### config.mk
export PLATFORM = sky130hd
export DESIGN_NAME = ffio_analog_inp
export DESIGN_NICKNAME = d
export VERILOG_FILES = /design/src/rtl/ffio_analog_inp.sv
export SDC_FILE = /design/constraint.sdc
export NUM_CORES = 1
export LEC_CHECK = 0
export BUFFER_PORTS_ARGS = -buffer_cell sky130_fd_sc_hd__buf_2
export CAP_MARGIN = 5
export CORE_UTILIZATION = 51
export DETAILED_ROUTE_END_ITERATION = 10
export HOLD_SLACK_MARGIN = 0.03
export PLACE_DENSITY = 0.84
export SLEW_MARGIN = 25
export SYNTH_ARGS = -nofsm -noshare
export SYNTH_HDL_FRONTEND = slang
export SYNTH_SLANG_ARGS = --single-unit
### constraint.sdc
create_clock -name clk -period 3.6 [get_ports clk]
set_clock_uncertainty 0.2 [all_clocks]
set_input_delay 0.54 -clock clk [delete_from_list [all_inputs] [get_ports clk]]
set_output_delay 0.54 -clock clk [all_outputs]
set_load 0.05 [all_outputs]
### src/rtl/ffio_analog_inp.sv
// Main-bus input slave: emulated 4-channel 8-bit SAR ADC
// plus synchronized digital switch port.
module ffio_analog_inp #(
  parameter int CONV_CYCLES = 64
) (
  input  logic        clk,
  input  logic        reset_n,
  input  logic [22:0] ad,
  input  logic        as,
  input  logic        rw,
  input  logic        lds,
  input  logic        uds,
  input  logic [15:0] od,
  input  logic [7:0]  an0,
  input  logic [7:0]  an1,
  input  logic [7:0]  an2,
  input  logic [7:0]  an3,
  input  logic [15:0] sw,
  output logic        inp_dtack,
  output logic        inp_dv,
  output logic [15:0] inp_dt
);

  typedef enum logic {
    IDLE,
    CONV
  } state_t;

  localparam logic [7:0] CNT_LOAD = 8'(CONV_CYCLES - 1);

  state_t           state_q, state_d;
  logic [7:0]       cnt_q, cnt_d;
  logic [1:0]       ch_q, ch_d;
  logic [7:0]       result_q, result_d;
  logic             eoc_q, eoc_d;
  logic             wr_seen_q, wr_seen_d;
  logic             dtack_q;
  logic [15:0]      sw_s1_q, sw_s2_q;
  logic [3:0][7:0]  an_s1_q, an_s2_q;

  logic acc;
  logic cs_adc;
  logic cs_sw;
  logic cs;
  logic start;
  logic unused_od;

  assign unused_od = ^od;

  assign acc    = as & (lds | uds);
  assign cs_adc = acc & (ad[22:4] == 19'h52000);
  assign cs_sw  = acc & (ad == 23'h4A4000);
  assign cs     = cs_adc | cs_sw;
  assign start  = cs_adc & rw & ~wr_seen_q;

  always_comb begin
    state_d   = state_q;
    cnt_d     = cnt_q;
    ch_d      = ch_q;
    result_d  = result_q;
    eoc_d     = eoc_q;
    wr_seen_d = wr_seen_q;
    if (!as) begin
      wr_seen_d = 1'b0;
    end else if (start) begin
      wr_seen_d = 1'b1;
    end
    // a new start always wins, even on the completing cycle
    unique case (state_q)
      IDLE: begin
        if (start) begin
          ch_d    = ad[1:0];
          cnt_d   = CNT_LOAD;
          eoc_d   = 1'b0;
          state_d = CONV;
        end
      end
      CONV: begin
        if (start) begin
          ch_d  = ad[1:0];
          cnt_d = CNT_LOAD;
          eoc_d = 1'b0;
        end else if (cnt_q == 8'd0) begin
          result_d = an_s2_q[ch_q];
          eoc_d    = 1'b1;
          state_d  = IDLE;
        end else begin
          cnt_d = cnt_q - 8'd1;
        end
      end
      default: state_d = IDLE;
    endcase
  end

  always_ff @(posedge clk or negedge reset_n) begin
    if (!reset_n) begin
      state_q   <= IDLE;
      cnt_q     <= 8'd0;
      ch_q      <= 2'd0;
      result_q  <= 8'h00;
      eoc_q     <= 1'b1;
      wr_seen_q <= 1'b0;
      dtack_q   <= 1'b0;
      sw_s1_q   <= 16'hFFFF;
      sw_s2_q   <= 16'hFFFF;
      an_s1_q   <= '0;
      an_s2_q   <= '0;
    end else begin
      state_q   <= state_d;
      cnt_q     <= cnt_d;
      ch_q      <= ch_d;
      result_q  <= result_d;
      eoc_q     <= eoc_d;
      wr_seen_q <= wr_seen_d;
      dtack_q   <= cs;
      sw_s1_q   <= sw;
      sw_s2_q   <= sw_s1_q;
      an_s1_q   <= {an3, an2, an1, an0};
      an_s2_q   <= an_s1_q;
    end
  end

  assign inp_dtack = dtack_q;
  assign inp_dv    = cs & ~rw & reset_n;

  always_comb begin
    inp_dt = 16'h0000;
    if (inp_dv) begin
      if (cs_sw) begin
        inp_dt = sw_s2_q;
      end else begin
        inp_dt = {7'b0, eoc_q, result_q};
      end
    end
  end

endmodule

### Yosys cells after proc, flatten, opt, wreduce, memory -nomap -nowiden

Cells that the tools add are included.

* add/subtract/negate cells: 1
* div/mod/pow operators: 0
* equal/unequal tests: 6
* $mul: 0
* mux-type cells: 19
* $lt $le $gt $ge: 1
* bitwise gates (word level): 13
* reductions and logical operators: 4
* shifts and indexed selects: 0

Operator list (count)
* 16-bit two-way mux: 2
* 8-bit two-way mux: 4
* 23-bit == test (second input constant): 1
* 19-bit == test (second input constant): 1
* 8-bit binary-select mux with 2-bit select: 1
* 8-bit case mux with 2 select lines: 1
* 8-bit zero test: 1
* 1-bit two-way mux: 8
* 8-bit by 1-bit subtractor with 8-bit output (second input constant): 1
* 1-bit AND: 7
* 1-bit inverter: 4
* 1-bit case mux with 2 select lines: 2
* 2-bit AND reduction: 2
* 2-bit by 3-bit < comparator with 1-bit output (second input constant): 1
* 3-bit by 1-bit inequality test with 1-bit output (second input constant): 1
* 3-bit inequality test (second input constant): 1
* 3-bit AND reduction: 1
* 2-bit two-way mux: 1
* 2-bit by 1-bit inequality test with 1-bit output (second input constant): 1
* 2-bit inequality test (second input constant): 1
* 1-bit bitwise OR: 2

* bits of input ports: 93
* memories kept: 0
* logic and storage cells: 61
* memory bits (read-only): 0
* output and inout port bits: 18
* RAM bits: 0
* latch bits: 0
* register bits: 118

### Depth between registers and ports, before layout

* depth in word-level cells: 7
* depth in mapped cells: 7
* mapped depth without buffers: 7

### Worst setup path before layout

Ideal clock, no wire load.

* path kind: in2out
* start point: in ad[5]
* end point: out inp_dt[0]
* path slack: 0.452 ns
* stages on the path: 5
* data arrival time: 2.408 ns
* required time: 2.860 ns
* buffers on the path: 1
* cells stage by stage: nor4b_4 o2111ai_4 or4_4 buf_2 nor2_1

* cells in the longest elaborated chain, start to end: 6
* elaborated cells on any way between the ends: 9
* classes of those cells: eq/ne: 2; mux: 2; bitwise: 5

RTL lines
* start, declared: RTL line 8 `input logic [22:0] ad,`
* 23-bit == test / 19-bit == test (equally long branches): RTL line 52, 51
* 1-bit AND, on equally long branches: RTL line 52, 51
* 1-bit bitwise OR: RTL line 53 `assign cs = cs_adc | cs_sw;`
* 1-bit AND (2 in a row): RTL line 124 `assign inp_dv = cs & ~rw & reset_n;`
* 16-bit two-way mux *: RTL line 128 `if (inp_dv) begin`
* end, declared: RTL line 21 `output logic [15:0] inp_dt`

Every way passes the cells marked *; elsewhere a longest branch is shown, timed or not.

### Final worst setup path

* start point: in reset_n
* end point: out inp_dt[14]

* cells in the longest elaborated chain, start to end: 2

RTL lines
* start, declared: RTL line 7 `input logic reset_n,`
* 1-bit AND: RTL line 124
* 16-bit two-way mux: RTL line 128

Every way passes these cells.

==> flow_summary.toml <==
[status]
status = "finished, final reports clean"

[detailed_routing]
vias = 2523
wl_mm = 8.796
wire_per_inst_um = 17.21
drc = 0
viasPerCell = 4.937
dr.pass1.iters = 6
postRouteAntennaNets = 0
dr.first_iter.drc_count = 120

[global_route]
grt_first_pass_wirelength_mm = 14.39
antenna_found_initial = 0
grt_overflow_total = 0
grt_usage_pct = 24.85
grt_max_degree = 61
grt_pass1_vias = 2897

[cts]
cts-hold-fix-buffers = 49
cts_buffers = 17
clk_pin_slew_ns = 0.05
clk_latency_ns = 0.51
postCtsSetupRepairBufs = 0
cts_max_level = 4
cts_buffer_depth = 2
cts_root_buf = "clkbuf_8"
cts_tree = "yes"
post_cts_resized = 0
clkSinkCount = 118

[sta]
slew_headroom_pct = 46.95
worst_slack_ns = 0.2794
fin_crit_sh_pct = 92.24
setup_violations = 0
final_max_slew_viol_count = 0
hold_viol_final = 0
rsz0062_at_grt = "false"
finalCriticalPeriod_ns = 3.321
holdWs_ns = 0.05861
fmax_mhz = 301.2
finalSetupTns_ns = 0
worst_pin_slew_ns = 0.7915

[min_path]
hp-class = "in2reg"

[floorplanning]
pin_count = 111
core_area_um2 = 7331
rows = 31
die_y_um = 89.72
initial_core_util_pct = 53.52
die_area_um2 = 8049
die-width_um = 89.72

[synthesis]
synth_area_leader_cell = "dfrtp_1"
syn_nets = 332
yosys_warnings = 0
netlist_instances = 237
ys_seq_elements = 118
syn_area_um2 = 3924
yosysTopAreaCellShare_pct = 54.21
ys_seq_area_share_pct = 76.31
synth_area_leaders = "dfrtp_1, dfstp_2, mux4_2"
avgSynthCellArea_um2 = 16.56
yosysUniqueCellTypes = 37

[critical_path]
cpLargestDelayFamily = "simple AND/OR/NAND/NOR gates"
crit_start = "reset_n"
path_class = "in2out"
reg2reg_from = "cnt_q[4]"
r2r_end = "result_q[3]"
cp_slowest_cell = "or4_4"
crit_path_end = "inp_dt[14]"
critPathArrivalTime_ns = 2.58
path_depth = 7
ff2ff_path_depth = 4
crit_required_ns = 2.86
reg2reg_slack_ns = 1.07
cp-end-kind = "primary output"
worstPathCellList = "dlygate4sd3_1, buf_4, inv_1, or4_4, nor4_4, and2_1, buf_2"
cpPeakStageDelay_ns = 0.62
critical_path_peak_fanout = 11
cp-start-kind = "input port"
cp_num_buf_inv = 4

[power]
p_total_mw = 3.290
peakVddDrop_uv = 606.9
p_per_area_nw_per_um2 = 580.0
p_leak_nw = 2.590

[layout]
flow.area_growth_from_synthesis_pct = 44.58
postLayoutCoreUtil_pct = 77.39
fin_cells = 511
antenna_cells = 0
finalInstanceArea_um2 = 5673
nets = 494
drive_gt1_share_pct = 46.12

[job]
maxCapViolCount = 0

[place]
dpl_cell_area_um2 = 4543
place_inst = 430
hpwl_mm = 4.547
place_congestion = 0.7632
numPortBuffers = 94
pre_cts_ws_ns = 0.2829
## worst min path at each step
stage,startpoint,to,slack (ns),cells after the start
floorplan,reset_n,an_s1_q[0],0.04,0
global placement,an_s1_q[22],an_s2_q[22],0.13,0
detailed placement,an_s1_q[17],an_s2_q[17],0.13,0
CTS,as,wr_seen_q,0.04,2
global route,as,wr_seen_q,0.05,2
finish,as,wr_seen_q,0.06,2
## power by group
part | switching [mW] | internal, mW
clock | 0.610 | 1.13
sequential | 0.0199 | 1.40
combinational | 0.0590 | 0.0764
## cell families after synthesis
family                   count (synthesis)  share of synthesized area, %
buffers and inverters                    8                        0.7972
AO/OA/AOI/OAI                           16                         3.284
flip-flops                             118                         76.31
multiplexers                            18                         7.398
AND/OR/NAND/NOR                         73                         11.13
adder cells (fa/ha/maj)                  2                        0.6377
XOR/XNOR                                 2                        0.4465
## layout make-up
type	count	area (um2)
clock inverters	10	100.1
repair buffers	148	1001
multi-input cells	111	903.4
inverters	3	11.26
flip-flops and latches	118	2994
clock buffers	22	539.3
fillers	395	1658
well taps	99	123.9
## cells in the final DEF (no fill, tap or decap), types with 3 or more instances in the layout
cell type,instances
buf_2,93
dfrtp_1,85
nand2_1,17
inv_1,3
dfstp_2,33
mux4_2,8
a22oi_1,9
dlygate4sd3_1,49
and2_1,8
buf_4,6
nor3_1,6
mux2_2,8
clkinv_4,4
nor2_1,19
clkbuf_16,21
a21oi_1,3
## routing by layer
metal	vias up	wire length, um	global-route usage, %
met5	-	0	0
met1	1252	3273	26.61
met2	104	4806	44.36
met4	0	221	12.02
met3	20	495	7.868
li1	1147	-	-
## cell usage after synthesis
cell / count
nor2b_1: 2
buf_2: 1
nor4_1: 2
nor3_4: 1
or4_1: 1
or2b_1: 1
o21a_1: 1
a22oi_1: 9
o2111ai_4: 1
xnor2_1: 1
nand3b_1: 2
and2_1: 8
or4_4: 1
nand3_1: 2
dfstp_2: 33
nand2b_1: 1
o21ai_0: 1
nor4_4: 2
mux2_2: 8
nor2_1: 19
mux2i_1: 2
ha_1: 2
clkbuf_1: 2
nor3b_1: 2
xor2_1: 1
inv_1: 3
or3_1: 2
buf_1: 2
nor3_2: 2
dfrtp_1: 85
nand2_1: 17
o211ai_1: 1
or3b_2: 1
mux4_2: 8
nor4b_4: 1
nor3_1: 6
a21oi_1: 3
## state kept, by name (all words and copies together) (netlist names)
register,cells
an_s1_q,32
an_s2_q,32
sw_s1_q,16
sw_s2_q,16
cnt_q,8
result_q,8
ch_q,2
eoc_q,1
inp_dtack,1
state_q,1
wr_seen_q,1
Power figures use the tool's default switching activity.
